[config.mk]
export PLATFORM = sky130hd
export DESIGN_NAME = fp_reservation_station_flat
export DESIGN_NICKNAME = d
export VERILOG_FILES = /design/src/rtl/fp_reservation_station_if.sv /design/src/rtl/fp_reservation_station.sv /design/src/flat_wrapper.sv
export SDC_FILE = /design/constraint.sdc
export NUM_CORES = 1
export LEC_CHECK = 0
export ABC_AREA = 1
export CAP_MARGIN = 10
export CORE_MARGIN = 2
export CORE_UTILIZATION = 60
export CTS_CLUSTER_DIAMETER = 120
export DETAILED_ROUTE_END_ITERATION = 8
export DONT_BUFFER_PORTS = 1
export GPL_ROUTABILITY_DRIVEN = 0
export PLACE_DENSITY_LB_ADDON = 0.12
export SLEW_MARGIN = 0
export SYNTH_ARGS = -nofsm -noshare
export SYNTH_HDL_FRONTEND = slang
export SYNTH_SLANG_ARGS = --single-unit
[constraint.sdc]
create_clock -name clock -period 7.4 [get_ports clock]
set_clock_uncertainty 0.2 [all_clocks]
set_input_delay 1.11 -clock clock [delete_from_list [all_inputs] [get_ports clock]]
set_output_delay 1.11 -clock clock [all_outputs]
set_load 0.01 [all_outputs]
[src/rtl/fp_reservation_station_if.sv]
// Issue, CDB and dispatch bus bundle for the FP add/sub reservation station.
// The station uses the slave modport; the issue/CDB/FU side uses master.
interface fp_reservation_station_if #(
  parameter int DATA_W = 16,
  parameter int TAG_W  = 3,
  parameter int OP_W   = 3
);
  logic              issue_valid;
  logic              issue_ready;
  logic [OP_W-1:0]   issue_op;
  logic [DATA_W-1:0] issue_vj;
  logic [DATA_W-1:0] issue_vk;
  logic [TAG_W-1:0]  issue_qj;
  logic [TAG_W-1:0]  issue_qk;
  logic [TAG_W-1:0]  issue_tag;
  logic              cdb_valid;
  logic [TAG_W-1:0]  cdb_tag;
  logic [DATA_W-1:0] cdb_data;
  logic              disp_valid;
  logic              disp_ready;
  logic [OP_W-1:0]   disp_op;
  logic [DATA_W-1:0] disp_a;
  logic [DATA_W-1:0] disp_b;
  logic [TAG_W-1:0]  disp_tag;

  modport master (
    output issue_valid, issue_op, issue_vj, issue_vk, issue_qj, issue_qk,
    output cdb_valid, cdb_tag, cdb_data, disp_ready,
    input  issue_ready, issue_tag, disp_valid, disp_op, disp_a, disp_b, disp_tag
  );

  modport slave (
    input  issue_valid, issue_op, issue_vj, issue_vk, issue_qj, issue_qk,
    input  cdb_valid, cdb_tag, cdb_data, disp_ready,
    output issue_ready, issue_tag, disp_valid, disp_op, disp_a, disp_b, disp_tag
  );
endinterface

[src/rtl/fp_reservation_station.sv]
// Tomasulo reservation station for the FP add/sub unit: issue, CDB snoop, dispatch, completion.
// Define RS_STATS_EN to build the saturating issue-stall counter on stall_cnt.
module fp_reservation_station #(
  parameter int DATA_W      = 16,
  parameter int TAG_W       = 3,
  parameter int NUM_ENTRIES = 3,
  parameter int RS_ID_BASE  = 1,
  parameter int OP_W        = 3
) (
  input  logic                     clock,
  input  logic                     reset,
  fp_reservation_station_if.slave  bus,
  output logic [1:0]               busy_count,
  output logic [15:0]              stall_cnt
);

  localparam int IDX_W = (NUM_ENTRIES > 1) ? $clog2(NUM_ENTRIES) : 1;

  typedef enum logic [1:0] {FREE, WAIT, READY, EXEC} state_t;

  state_t            state_q [NUM_ENTRIES];
  state_t            state_d [NUM_ENTRIES];
  logic [OP_W-1:0]   op_q    [NUM_ENTRIES];
  logic [OP_W-1:0]   op_d    [NUM_ENTRIES];
  logic [DATA_W-1:0] vj_q    [NUM_ENTRIES];
  logic [DATA_W-1:0] vj_d    [NUM_ENTRIES];
  logic [DATA_W-1:0] vk_q    [NUM_ENTRIES];
  logic [DATA_W-1:0] vk_d    [NUM_ENTRIES];
  logic [TAG_W-1:0]  qj_q    [NUM_ENTRIES];
  logic [TAG_W-1:0]  qj_d    [NUM_ENTRIES];
  logic [TAG_W-1:0]  qk_q    [NUM_ENTRIES];
  logic [TAG_W-1:0]  qk_d    [NUM_ENTRIES];

  logic             lock_q;
  logic [IDX_W-1:0] lock_idx_q;
  logic             free_found, ready_found, disp_valid_c;
  logic [IDX_W-1:0] free_idx, ready_idx, sel_idx;
  logic             issue_fire, disp_fire, cdb_hit, byp_j, byp_k;
  logic [3:0]       busy_cnt;

  // Selection is purely from registered state, so a slot freed this cycle is not reused until next.
  always_comb begin
    free_found  = 1'b0;
    free_idx    = '0;
    ready_found = 1'b0;
    ready_idx   = '0;
    busy_cnt    = '0;
    for (int i = 0; i < NUM_ENTRIES; i++) begin
      if (!free_found && state_q[i] == FREE) begin
        free_found = 1'b1;
        free_idx   = IDX_W'(i);
      end
      if (!ready_found && state_q[i] == READY) begin
        ready_found = 1'b1;
        ready_idx   = IDX_W'(i);
      end
      if (state_q[i] != FREE) busy_cnt = busy_cnt + 4'd1;
    end
    sel_idx          = lock_q ? lock_idx_q : ready_idx;
    disp_valid_c     = lock_q || ready_found;
    bus.issue_ready  = free_found;
    bus.issue_tag    = TAG_W'(RS_ID_BASE) + TAG_W'(free_idx);
    bus.disp_valid   = disp_valid_c;
    bus.disp_op      = disp_valid_c ? op_q[sel_idx] : '0;
    bus.disp_a       = disp_valid_c ? vj_q[sel_idx] : '0;
    bus.disp_b       = disp_valid_c ? vk_q[sel_idx] : '0;
    bus.disp_tag     = disp_valid_c ? TAG_W'(RS_ID_BASE) + TAG_W'(sel_idx) : '0;
    busy_count       = busy_cnt[1:0];
  end

  always_comb begin
    issue_fire = bus.issue_valid && free_found;
    disp_fire  = disp_valid_c && bus.disp_ready;
    cdb_hit    = bus.cdb_valid && (bus.cdb_tag != '0);
    byp_j      = cdb_hit && (bus.issue_qj == bus.cdb_tag);
    byp_k      = cdb_hit && (bus.issue_qk == bus.cdb_tag);
    for (int i = 0; i < NUM_ENTRIES; i++) begin
      state_d[i] = state_q[i];
      op_d[i]    = op_q[i];
      vj_d[i]    = vj_q[i];
      vk_d[i]    = vk_q[i];
      qj_d[i]    = qj_q[i];
      qk_d[i]    = qk_q[i];
      unique case (state_q[i])
        FREE: begin
          if (issue_fire && free_idx == IDX_W'(i)) begin
            op_d[i] = bus.issue_op;
            vj_d[i] = byp_j ? bus.cdb_data : bus.issue_vj;
            vk_d[i] = byp_k ? bus.cdb_data : bus.issue_vk;
            qj_d[i] = byp_j ? '0 : bus.issue_qj;
            qk_d[i] = byp_k ? '0 : bus.issue_qk;
            state_d[i] = (qj_d[i] == '0 && qk_d[i] == '0) ? READY : WAIT;
          end
        end
        WAIT: begin
          if (cdb_hit && qj_q[i] == bus.cdb_tag) begin
            vj_d[i] = bus.cdb_data;
            qj_d[i] = '0;
          end
          if (cdb_hit && qk_q[i] == bus.cdb_tag) begin
            vk_d[i] = bus.cdb_data;
            qk_d[i] = '0;
          end
          if (qj_d[i] == '0 && qk_d[i] == '0) state_d[i] = READY;
        end
        READY: begin
          if (disp_fire && sel_idx == IDX_W'(i)) state_d[i] = EXEC;
        end
        EXEC: begin
          if (cdb_hit && bus.cdb_tag == TAG_W'(RS_ID_BASE + i)) state_d[i] = FREE;
        end
        default: state_d[i] = FREE;
      endcase
    end
  end

  // A stalled dispatch pins its entry until the FU accepts it.
  always_ff @(posedge clock) begin
    if (!reset) begin
      for (int i = 0; i < NUM_ENTRIES; i++) begin
        state_q[i] <= FREE;
        op_q[i]    <= '0;
        vj_q[i]    <= '0;
        vk_q[i]    <= '0;
        qj_q[i]    <= '0;
        qk_q[i]    <= '0;
      end
      lock_q     <= 1'b0;
      lock_idx_q <= '0;
    end else begin
      for (int i = 0; i < NUM_ENTRIES; i++) begin
        state_q[i] <= state_d[i];
        op_q[i]    <= op_d[i];
        vj_q[i]    <= vj_d[i];
        vk_q[i]    <= vk_d[i];
        qj_q[i]    <= qj_d[i];
        qk_q[i]    <= qk_d[i];
      end
      lock_q     <= disp_valid_c && !bus.disp_ready;
      lock_idx_q <= sel_idx;
    end
  end

`ifdef RS_STATS_EN
  always_ff @(posedge clock) begin
    if (!reset) begin
      stall_cnt <= '0;
    end else if (bus.issue_valid && !free_found && stall_cnt != 16'hFFFF) begin
      stall_cnt <= stall_cnt + 16'd1;
    end
  end
`else
  assign stall_cnt = 16'd0;
`endif

endmodule

[src/flat_wrapper.sv]
// flat-port wrapper written by rule: the top's interface ports become plain ports
module fp_reservation_station_flat 
#(
  parameter int DATA_W      = 16,
  parameter int TAG_W       = 3,
  parameter int NUM_ENTRIES = 3,
  parameter int RS_ID_BASE  = 1,
  parameter int OP_W        = 3
)
  (clock, reset, busy_count, stall_cnt, bus_issue_valid, bus_issue_op, bus_issue_vj, bus_issue_vk, bus_issue_qj, bus_issue_qk, bus_cdb_valid, bus_cdb_tag, bus_cdb_data, bus_disp_ready, bus_issue_ready, bus_issue_tag, bus_disp_valid, bus_disp_op, bus_disp_a, bus_disp_b, bus_disp_tag);
  fp_reservation_station_if #(.DATA_W(DATA_W), .TAG_W(TAG_W), .OP_W(OP_W)) bus_i ();
  input  logic clock;
  input  logic reset;
  output logic [1:0] busy_count;
  output logic [15:0] stall_cnt;
  input wire logic [$bits(bus_i.issue_valid)-1:0] bus_issue_valid;
  input wire logic [$bits(bus_i.issue_op)-1:0] bus_issue_op;
  input wire logic [$bits(bus_i.issue_vj)-1:0] bus_issue_vj;
  input wire logic [$bits(bus_i.issue_vk)-1:0] bus_issue_vk;
  input wire logic [$bits(bus_i.issue_qj)-1:0] bus_issue_qj;
  input wire logic [$bits(bus_i.issue_qk)-1:0] bus_issue_qk;
  input wire logic [$bits(bus_i.cdb_valid)-1:0] bus_cdb_valid;
  input wire logic [$bits(bus_i.cdb_tag)-1:0] bus_cdb_tag;
  input wire logic [$bits(bus_i.cdb_data)-1:0] bus_cdb_data;
  input wire logic [$bits(bus_i.disp_ready)-1:0] bus_disp_ready;
  output wire logic [$bits(bus_i.issue_ready)-1:0] bus_issue_ready;
  output wire logic [$bits(bus_i.issue_tag)-1:0] bus_issue_tag;
  output wire logic [$bits(bus_i.disp_valid)-1:0] bus_disp_valid;
  output wire logic [$bits(bus_i.disp_op)-1:0] bus_disp_op;
  output wire logic [$bits(bus_i.disp_a)-1:0] bus_disp_a;
  output wire logic [$bits(bus_i.disp_b)-1:0] bus_disp_b;
  output wire logic [$bits(bus_i.disp_tag)-1:0] bus_disp_tag;
  assign bus_i.issue_valid = bus_issue_valid;
  assign bus_i.issue_op = bus_issue_op;
  assign bus_i.issue_vj = bus_issue_vj;
  assign bus_i.issue_vk = bus_issue_vk;
  assign bus_i.issue_qj = bus_issue_qj;
  assign bus_i.issue_qk = bus_issue_qk;
  assign bus_i.cdb_valid = bus_cdb_valid;
  assign bus_i.cdb_tag = bus_cdb_tag;
  assign bus_i.cdb_data = bus_cdb_data;
  assign bus_i.disp_ready = bus_disp_ready;
  assign bus_issue_ready = bus_i.issue_ready;
  assign bus_issue_tag = bus_i.issue_tag;
  assign bus_disp_valid = bus_i.disp_valid;
  assign bus_disp_op = bus_i.disp_op;
  assign bus_disp_a = bus_i.disp_a;
  assign bus_disp_b = bus_i.disp_b;
  assign bus_disp_tag = bus_i.disp_tag;
  fp_reservation_station #(.DATA_W(DATA_W), .TAG_W(TAG_W), .NUM_ENTRIES(NUM_ENTRIES), .RS_ID_BASE(RS_ID_BASE), .OP_W(OP_W)) u_core (.clock(clock), .reset(reset), .bus(bus_i), .busy_count(busy_count), .stall_cnt(stall_cnt));
endmodule
==> impl_metrics.yaml <==
layout:
  synthToLayoutAreaGrowth_pct: 5.18
  finalNetCount: 1160
  fill_cells: 1223
  post_route_cells_drive_above_1_share: 0.111
floorplanning:
  floorplan.initialDensity: 0.617
  num_rows: 43
  ports: 126
  die-width_um: 124
  vertical_extent_of_the_die_um: 124
  fp.dieArea_um2: 15300
  core_area_um2: 13900
synth:
  async_reset_ff_frac: 0
  synth_edf_count: 105
  synth.ff_latch_count: 132
  syn_avg_cell_area_um2: 7.71
  ys_seq_area_frac: 0.430
  dominantRegCellSynth: "sky130_fd_sc_hd__edfxtp_1"
  postSynthCellCount: 1115
  synth.cells.most_frequent: "sky130_fd_sc_hd__nand2_1, sky130_fd_sc_hd__inv_1, sky130_fd_sc_hd__nand3_1, sky130_fd_sc_hd__edfxtp_1, sky130_fd_sc_hd__nor2_1"
  post_synth_design_cell_area_um2: 8600
  synth_top_area_cell: "sky130_fd_sc_hd__edfxtp_1"
  synthDominantCellAreaShare: 0.367
  yosysMostFrequentCell: "sky130_fd_sc_hd__nand2_1"
  synth_top_cells_by_area: "sky130_fd_sc_hd__edfxtp_1, sky130_fd_sc_hd__nand2_1, sky130_fd_sc_hd__nand3_1"
  ys_types: 42
  ys_warn_count: 0
clocking:
  clock_tree.root_cell: "sky130_fd_sc_hd__clkbuf_16"
  clock_tree_from_tritoncts: "done"
  clkSinkCount: 132
  insertion_delay_ns: 0.43
  post-cts-setup-buffer-count: 0
  clk_pin_slew_worst_paths_ns: 0.06
  cts_h_tree_depth: 4
  cts_resized: 0
  postCtsHoldBufs: 0
  cts_inserted_buffers: 17
  ctsLongestPathBuffers: 2
sta:
  grt_setup_unrepaired: "false"
  fmaxAchievable_mhz: 239
  worst_slew_margin_rel: 0.273
  setup_viol_count_final: 0
  holdWs_ns: 0.384
  timing.final.max_slew_violations: 0
  period_share: 0.566
  tightest_slew_ns: 1.09
  totalNegativeSetupSlack_ns: 0
  final_period_minus_worst_setup_slack_ns: 4.19
  hold_viol: 0
routing:
  via_per_inst: 5.92
  post-route-drc-count: 0
  detailroute.via_count: 7502
  route.detailed.wl_per_inst_um: 18.5
  drt_iter0_markers: 815
  final_antenna_net_count: 0
  route.final.wire_length_um: 23500
  drt_pre_antenna_iters: 5
setup_path:
  required_ns: 6.09
  critical_path.max_fanout: 41
  worst_path_arrival_ns: 2.88
  cp-end-kind: "output pin"
  class_of_the_most_critical_setup_path: "reg2out"
  crit_path_start_kind: "flip-flop"
power_and_ir_drop:
  power_density_nw_per_um2: 393
  irDropWorstVdd_uv: 215
  leakage_uw: 0.00418
  power_uw: 3560
flow_run:
  maxCapViolations: 0
min_path:
  worstHoldPathType: "reg2reg"
global_route:
  antenna_found_initial: 1
  global_route.usage.total: 0.317
  pin_count_of_the_biggest_net_entering_global_routing: 61
  grt_first_pass_wirelength_um: 36200
  grt-ovfl-total: 0
  vias_in_the_first_global_route: 6926
status:
  status: "finished clean"
place:
  port-buffer-count: 0
  post-dp-hpwl_um: 14600
## logic make-up (layout without fill, tap and decap cells)
logic type | count (synthesis) | in the layout | synth area share
AO/OA/AOI/OAI | 204 | 204 | 0.147
XOR/XNOR | 9 | 9 | 0.00917
other | 1 | 17 | 0.000436
buffers and inverters | 221 | 178 | 0.114
AND/OR/NAND/NOR | 527 | 527 | 0.269
flip-flops | 132 | 132 | 0.430
adder cells (fa/ha/maj) | 21 | 21 | 0.0306
## state kept, by name, summed over array words and instances (netlist names)
register / count
u_core.vj_q: 48
u_core.op_q: 9
u_core.state_q: 6
u_core.qj_q: 9
u_core.qk_q: 9
u_core.lock_q: 1
u_core.vk_q: 48
u_core.lock_idx_q: 2
## critical path, stage by stage, from the launching register on
cell	delay, ns
sky130_fd_sc_hd__dfxtp_1	0.36
sky130_fd_sc_hd__inv_1	0.10
sky130_fd_sc_hd__ha_1	0.26
sky130_fd_sc_hd__nor2_1	0.20
sky130_fd_sc_hd__nand3_2	0.83
sky130_fd_sc_hd__o211ai_1	0.54
sky130_fd_sc_hd__inv_1	0.14
## placed cells by master (no fill, tap or decap), types with 4 or more instances in the layout
master,Yosys,routed
sky130_fd_sc_hd__nand2_1,270,270
sky130_fd_sc_hd__inv_1,137,137
sky130_fd_sc_hd__nand3_1,121,120
sky130_fd_sc_hd__edfxtp_1,105,105
sky130_fd_sc_hd__nor2_1,66,66
sky130_fd_sc_hd__a21oi_1,59,59
sky130_fd_sc_hd__or2_2,54,54
sky130_fd_sc_hd__o211ai_1,51,51
sky130_fd_sc_hd__o21ai_0,43,43
sky130_fd_sc_hd__dfxtp_1,27,27
sky130_fd_sc_hd__a21oi_2,21,21
sky130_fd_sc_hd__ha_1,21,21
sky130_fd_sc_hd__clkbuf_16,0,19
sky130_fd_sc_hd__conb_1,1,16
sky130_fd_sc_hd__o21ai_1,14,14
sky130_fd_sc_hd__o31ai_1,9,9
sky130_fd_sc_hd__buf_4,18,6
sky130_fd_sc_hd__xor2_1,5,5
sky130_fd_sc_hd__clkinv_2,0,5
sky130_fd_sc_hd__xnor2_1,4,4
sky130_fd_sc_hd__or2_0,4,4
sky130_fd_sc_hd__clkbuf_1,35,4
## per-layer routing
layer / part of all wire / vias up / routed length, um / GRT usage
li1: - / 3578 / - / -
met1: 0.41 / 3497 / 9730 / 0.414
met2: 0.47 / 374 / 11100 / 0.512
met3: 0.082 / 53 / 1930 / 0.0678
met4: 0.029 / 0 / 683 / 0.137
met5: 0 / - / 0 / 0
## report_power, final
| group | switching, uW | leakage, uW | internal [uW] |
|---|---|---|---|
| logic | 1070 | 0.00259 | 441 |
| registers | 108 | 0.00131 | 1140 |
| clock network | 325 | 0.000274 | 474 |
| total | 1500 | 0.00418 | 2050 |
## final timing paths
kind	endpoint	slack, ns	from	cells past startpoint
max	bus_disp_b[2]	3.21	u_core.state_q[0][0]	6
min	u_core.qk_q[0][6]	0.38	u_core.qk_q[0][6]	2
max reg2reg	u_core.vk_q[1][2]	3.74	u_core.state_q[0][3]	8
min reg2reg	u_core.qk_q[0][6]	0.38	u_core.qk_q[0][6]	2
## stage by stage
| stage | cells | util | cell area, um^2 | setup WS (ns) |
|---|---|---|---|---|
| floorplan | 1130 | - | 8650 | 4.26 |
| global placement | 1235 | 0.609 | 8490 | 3.69 |
| detailed placement | 1235 | 0.609 | 8490 | 3.65 |
| CTS | 1267 | 0.649 | 9040 | 3.21 |
| global route | 1268 | 0.649 | 9040 | 2.90 |
| finish | 1268 | 0.649 | 9040 | 3.21 |
## area by class of cell
cell class	count	area (um^2)	area share
clock buffer	24	504	0.0558
tap	180	225	0.0249
sequential	132	3690	0.408
clock inverter	8	47.5	0.00526
inverter	140	528	0.0584
multi-input combinational	777	4000	0.442
antenna	1	2.50	0.000277
timing repair buffer	6	45.0	0.00498
No activity file was read; power rests on OpenSTA's default activity.
